$ cat src/rtl/idex_hazard_stage.sv
// idex_hazard_stage: ID/EX pipeline register with load-use and ID-branch hazard detection
// Ports: id_* decoded ID-stage instruction; EXMEM_rd/EXMEM_MemRead describe the EX/MEM occupant;
// IDEX_* registered fields for EX and forwarding; stall_id holds PC and IF/ID; bubble flags a
// bubble entering ID/EX this cycle; mem_stall freezes everything.
module idex_hazard_stage #(
  parameter int XLEN = 32,
  parameter int ALUC_W = 4
) (
  input  logic              clk,
  input  logic              rst,
  input  logic              mem_stall,
  input  logic              id_flush,
  input  logic              id_valid,
  input  logic [4:0]        id_rs1,
  input  logic [4:0]        id_rs2,
  input  logic [4:0]        id_rd,
  input  logic              id_use_rs1,
  input  logic              id_use_rs2,
  input  logic              id_is_branch,
  input  logic              id_RegWrite,
  input  logic              id_MemRead,
  input  logic              id_MemWrite,
  input  logic              id_MemtoReg,
  input  logic              id_ALUSrc,
  input  logic [ALUC_W-1:0] id_ALUCtrl,
  input  logic [XLEN-1:0]   id_rs1_data,
  input  logic [XLEN-1:0]   id_rs2_data,
  input  logic [XLEN-1:0]   id_imm,
  input  logic [XLEN-1:0]   id_pc,
  input  logic [4:0]        EXMEM_rd,
  input  logic              EXMEM_MemRead,
  output logic              IDEX_valid,
  output logic              IDEX_RegWrite,
  output logic              IDEX_MemRead,
  output logic              IDEX_MemWrite,
  output logic              IDEX_MemtoReg,
  output logic              IDEX_ALUSrc,
  output logic [ALUC_W-1:0] IDEX_ALUCtrl,
  output logic [4:0]        IDEX_rs1,
  output logic [4:0]        IDEX_rs2,
  output logic [4:0]        IDEX_rd,
  output logic [XLEN-1:0]   IDEX_rs1_data,
  output logic [XLEN-1:0]   IDEX_rs2_data,
  output logic [XLEN-1:0]   IDEX_imm,
  output logic [XLEN-1:0]   IDEX_pc,
  output logic              stall_id,
  output logic              bubble
);
  logic live, use_ex, use_mem, hz_ld, hz_br_ex, hz_br_mem, hazard;
  assign live = id_valid & ~id_flush;
  // ID actually reads the destination held in EX / MEM; x0 never matches
  assign use_ex = |IDEX_rd & ((id_use_rs1 & (id_rs1 == IDEX_rd)) | (id_use_rs2 & (id_rs2 == IDEX_rd)));
  assign use_mem = |EXMEM_rd & ((id_use_rs1 & (id_rs1 == EXMEM_rd)) | (id_use_rs2 & (id_rs2 == EXMEM_rd)));
  assign hz_ld = live & IDEX_MemRead & use_ex;
  // branches resolve in ID and can only forward from EX/MEM and MEM/WB
  assign hz_br_ex = live & id_is_branch & IDEX_RegWrite & use_ex;
  assign hz_br_mem = live & id_is_branch & EXMEM_MemRead & use_mem;
  assign hazard = hz_ld | hz_br_ex | hz_br_mem;
  assign stall_id = mem_stall | hazard;
  assign bubble = ~mem_stall & (hazard | id_flush | ~id_valid);
  always_ff @(posedge clk or posedge rst)
    if (rst) begin
      IDEX_valid    <= 1'b0;
      IDEX_RegWrite <= 1'b0;
      IDEX_MemRead  <= 1'b0;
      IDEX_MemWrite <= 1'b0;
      IDEX_MemtoReg <= 1'b0;
      IDEX_ALUSrc   <= 1'b0;
      IDEX_ALUCtrl  <= '0;
      IDEX_rs1      <= '0;
      IDEX_rs2      <= '0;
      IDEX_rd       <= '0;
      IDEX_rs1_data <= '0;
      IDEX_rs2_data <= '0;
      IDEX_imm      <= '0;
      IDEX_pc       <= '0;
    end else if (!mem_stall) begin
      IDEX_valid    <= ~bubble;
      IDEX_RegWrite <= ~bubble & id_RegWrite;
      IDEX_MemRead  <= ~bubble & id_MemRead;
      IDEX_MemWrite <= ~bubble & id_MemWrite;
      IDEX_MemtoReg <= ~bubble & id_MemtoReg;
      IDEX_ALUSrc   <= ~bubble & id_ALUSrc;
      IDEX_ALUCtrl  <= bubble ? '0 : id_ALUCtrl;
      IDEX_rs1      <= bubble ? '0 : id_rs1;
      IDEX_rs2      <= bubble ? '0 : id_rs2;
      IDEX_rd       <= bubble ? '0 : id_rd;
      IDEX_rs1_data <= bubble ? '0 : id_rs1_data;
      IDEX_rs2_data <= bubble ? '0 : id_rs2_data;
      IDEX_imm      <= bubble ? '0 : id_imm;
      IDEX_pc       <= bubble ? '0 : id_pc;
    end
endmodule

$ cat config.mk
export PLATFORM = sky130hd
export DESIGN_NAME = idex_hazard_stage
export DESIGN_NICKNAME = d
export VERILOG_FILES = /design/src/rtl/idex_hazard_stage.sv
export SDC_FILE = /design/constraint.sdc
export NUM_CORES = 1
export LEC_CHECK = 0
export ABC_AREA = 1
export CORE_UTILIZATION = 44
export DETAILED_ROUTE_END_ITERATION = 10
export PLACE_DENSITY = 0.86
export SKIP_LAST_GASP = 1
export SYNTH_ARGS = -nofsm -noshare
export SYNTH_HDL_FRONTEND = slang
export SYNTH_SLANG_ARGS = --single-unit
$ cat constraint.sdc
create_clock -name clk -period 14 [get_ports clk]
set_clock_uncertainty 0.2 [all_clocks]
set_input_delay 4.2 -clock clk [delete_from_list [all_inputs] [get_ports clk]]
set_output_delay 4.2 -clock clk [all_outputs]
set_load 0.01 [all_outputs]
Word level (Yosys, flattened, before mapping)
Cells that the tools add are included.

word-level totals
  flip-flop bits (word level) = 153
  input port bits = 166
  word-level logic and storage cells = 59

cells by class
  equal/unequal tests = 4
  mux-type cells = 8
  bitwise operators = 31
  reduce and logical (&&, ||, !) cells = 2

operators by type and width
  kind                number
  32-bit 2-to-1 mux   4
  1-bit AND           20
  5-bit == test       4
  5-bit 2-to-1 mux    3
  5-bit OR reduction  2
  1-bit bitwise OR    7
  4-bit 2-to-1 mux    1
  1-bit NOT           4

Longest topological paths before layout
  depth after elaboration = 12
  gate-level depth with buffers = 13
  mapped depth without buffers = 11

Worst setup path after synthesis
No wires, ideal clock.

  kind = input-to-output
  from = input port mem_stall
  to = output port bubble
  data arrival time = 5109 ps
  data required time = 9600 ps
  setup slack = 4491 ps
  cell stages on the path = 6
  buffers on the path = 3
  path through = clkbuf_1 > inv_1 > buf_2 > buf_1 > o21ai_0 > inv_1

on the way
  word-level cells in the longest chain between the ends = 2

RTL lines
  item         line  text
  from (decl)  11    input logic mem_stall,
  1-bit NOT    60    assign bubble = ~mem_stall & (hazard | id_flush | ~id_valid);
  1-bit AND    60
  to (decl)    47    output logic bubble

No other way between the ends.

Worst setup path after layout
  from = input port id_rs2[1]
  to = output port bubble

on the way
  word-level cells in the longest chain between the ends = 10
  elaborated cells between the ends (all ways) = 16

RTL lines
  item                               line    text
  from (decl)                        15      input logic [4:0] id_rs2,
  5-bit == test                      52      assign use_ex = |IDEX_rd & ((id_use_rs1 & (id_rs1 == IDEX_rd)) | (id_use_rs2 & (id_rs2 == IDEX_rd)));
  1-bit AND                          52
  1-bit bitwise OR                   52
  1-bit AND                          52
  1-bit AND (on tied branches)       54, 56
  1-bit bitwise OR                   58      assign hazard = hz_ld | hz_br_ex | hz_br_mem;
  1-bit bitwise OR (*)               58
  1-bit bitwise OR (*) (2 in a row)  60
  1-bit AND (*)                      60

Every way passes the cells marked *; elsewhere a longest branch is shown, timed or not.

==> results.tsv <==
stage	metric	value	unit
floorplanning	ios	321	
sta	final-setup-viol-count	0	
finish	final_common_cell	nand2_1	
logic_synthesis	synth-warning-count	0	
hold_path	worst_hold_path_type	reg2reg	
worst_setup_path	cpMostUsedCell	nand2_1	
logic_synthesis	netlist_area	0.00653	mm2
hold_path	min_to	IDEX_pc[17]$_DFFE_PP0N_	
finish	syn2layout_area_growth	57.6	%
worst_setup_path	cp_slowest_cell	clkdlybuf4s50_1	
worst_setup_path	timing.rr.start	IDEX_rd[3]$_DFFE_PP0N_	
clock_network	root_buffer	clkbuf_16	
clock_network	cts_made_buffers	17	
flow_run	cap_violations	0	
clock_network	insertion_delay	420	ps
detailed_routing	totalWireLength	20.3	mm
worst_setup_path	worst_setup_path_start_kind	primary input	
detailed_routing	vias	6354	
global_routing	grt_pass1_vias	5948	
clock_network	cts.sinks	153	
sta	min_period_over_period	0.750	
worst_setup_path	r2r-end	IDEX_rs1[3]$_DFFE_PP0N_	
floorplanning	start_util	0.449	
floorplanning	rows	44	
detailed_routing	drtIter0Drc	476	
sta	tightest_slew	1010	ps
logic_synthesis	ys_seq_area_frac	0.586	
logic_synthesis	avgSynthCellArea	8.41	um2
sta	finalHoldViolCount	0	
floorplanning	die_h	124	um
sta	setup_tns	0	ps
finish	antenna_cells	0	
placed_design	gp_congestion	0.855	
global_routing	grt_use_total	0.263	
worst_setup_path	r2r_slack	10730	ps
detailed_routing	first_pass_iters	5	
clock_network	post_cts_resized	0	
finish	design_area	0.0103	mm2
floorplanning	fp.dieW	124	um
power	p_per_area	107	mW/mm2
worst_setup_path	slowest_delay	560	ps
hold_path	hold_depth	2	
clock_network	postCtsSetupBuffers	0	
worst_setup_path	cp_cell_sequence	clkdlybuf4s50_1 -> inv_1 -> nand2_1 -> nand2_1 -> nor2_1 -> nand3_1 -> nand2_1 -> nand2_1 -> nand2_2 -> o21ai_0 -> inv_1 -> clkdlybuf4s50_1	
power	p_leak	0.00513	uW
detailed_routing	wl_per_cell	16.0	um
worst_setup_path	worstPathArrival	6100	ps
detailed_routing	drt.antenna.violating_nets	0	
worst_setup_path	cp.required	9600	ps
sta	finalCriticalPeriod	10500	ps
status	status	finished, final reports clean	
floorplanning	die_area	0.0153	mm2
clock_network	cts_tree	built	
logic_synthesis	ys_types	19	
sta	rsz0062_at_grt	no	
floorplanning	core_area	0.0145	mm2
logic_synthesis	synth_seq_cells	153	
worst_setup_path	critical_path_class	in2out	
global_routing	grt_overflow	0	
sta	fmax	95.2	MHz
hold_path	hp-start	IDEX_pc[17]$_DFFE_PP0N_	
finish	final_net_count	1236	
sta	relSlewSlack	0.327	
placed_design	place_area	0.00973	mm2
logic_synthesis	syn_nets	943	
logic_synthesis	netlist_instances	777	
worst_setup_path	critPathCaptureType	primary output	
placed_design	place.detailed.hpwl	13.9	mm
finish	layout_common_cells	nand2_1 (366), clkdlybuf4s50_1 (319), dfrtp_1 (153)	
clock_network	htree_levels	4	
global_routing	grt_pass1_wl	30.3	mm
worst_setup_path	worst-r2r-cell-count	12	
global_routing	antenna_found_initial	0	
detailed_routing	via_per_inst	5.02	
power	vdd_ir_drop_max	0.0764	mV
finish	drive_gt1_frac	0.0518	
global_routing	grt_max_degree	95	
worst_setup_path	path_max_fanout	4	
clock_network	postCtsHoldBufs	0	
sta	slew_viol_final	0	
placed_design	port_buffers	320	
clock_network	path_clk_slew	60	ps
worst_setup_path	crit_start	id_rs2[1]	
clock_network	cts_max_path_buffers	2	
detailed_routing	drc	0	
-- area by class of cell --
class                   instances  area (um2)
fillers                      1133        4240
flip-flops and latches        153        3830
repair buffers                324        3230
multi-input cells             551        2350
clock buffers                  20         437
well taps                     184         230
clock inverters                11         125
inverters                      23        93.8
-- per-stage QoR --
step / worst slack, ps / power (uW) / hold slack [ps] / util / instances
3_5_place_dp: 3490 / 671 / 261 / 0.670 / 1235
3_3_place_gp: 3510 / 668 / 258 / 0.670 / 1235
5_1_grt: 3280 / 1150 / 291 / 0.708 / 1266
2_1_floorplan: 4490 / 556 / 314 / - / 777
6_report: 3500 / 1100 / 273 / 0.708 / 1266
4_1_cts: 3480 / 1110 / 276 / 0.708 / 1266
-- synthesized netlist by cell type --
cell type	count	area, um2
clkbuf_1	26	97.6
buf_8	2	30.0
nand3_1	147	736
nor2_8	1	20.0
dfrtp_1	153	3830
nor2_1	18	67.6
inv_1	15	56.3
nand2_1	366	1370
buf_6	6	67.6
o21ai_1	2	10.0
inv_2	8	30.0
buf_2	10	50.1
o21a_1	1	7.51
nand4_1	2	12.5
nand3_2	10	100
nand2_2	2	12.5
buf_1	6	22.5
a21oi_1	1	5.00
o21ai_0	1	5.00
-- cell families (layout without fill, tap and decap cells) --
group	after synthesis	after routing	synth area share
compound gates	5	5	0.00421
flops	153	153	0.586
simple gates	546	546	0.355
buf+inv	73	378	0.0542
-- state kept, by name, indices dropped and copies added, names as in the netlist --
| signal | cells |
|---|---|
| IDEX_rs2 | 5 |
| IDEX_RegWrite | 1 |
| IDEX_MemtoReg | 1 |
| IDEX_ALUSrc | 1 |
| IDEX_rs2_data | 32 |
| IDEX_pc | 32 |
| IDEX_MemWrite | 1 |
| IDEX_imm | 32 |
| IDEX_rs1_data | 32 |
| IDEX_MemRead | 1 |
| IDEX_valid | 1 |
| IDEX_rd | 5 |
| IDEX_ALUCtrl | 4 |
| IDEX_rs1 | 5 |
-- layer usage --
layer / routed length [um] / vias up / share of wire / track usage
met1: 7500 / 2981 / 0.37 / 0.302
met5: 0 / - / 0 / 0
met3: 2050 / 52 / 0.10 / 0.0920
met2: 10000 / 283 / 0.49 / 0.434
li1: - / 3038 / - / -
met4: 770 / 0 / 0.038 / 0.131
-- how the worst max path moves through the flow --
stage / endpoint / slack (ps)
6_report: bubble / 3500
3_5_place_dp: bubble / 3490
3_3_place_gp: bubble / 3510
5_1_grt: bubble / 3280
2_1_floorplan: bubble / 4490
4_1_cts: bubble / 3480
-- report_power, final --
group	internal, uW	switching (uW)	leakage, uW	total (uW)
Clock	261	180	0.000259	441
Sequential	467	14.7	0.00206	482
Combinational	98.1	83.5	0.00281	182
-- critical path, delay by kind of cell --
family	cells	cell delay [ps]
AO/OA/AOI/OAI	1	90
buffers and inverters	4	1280
AND/OR/NAND/NOR	7	560
(Power assumes the default switching activity.)
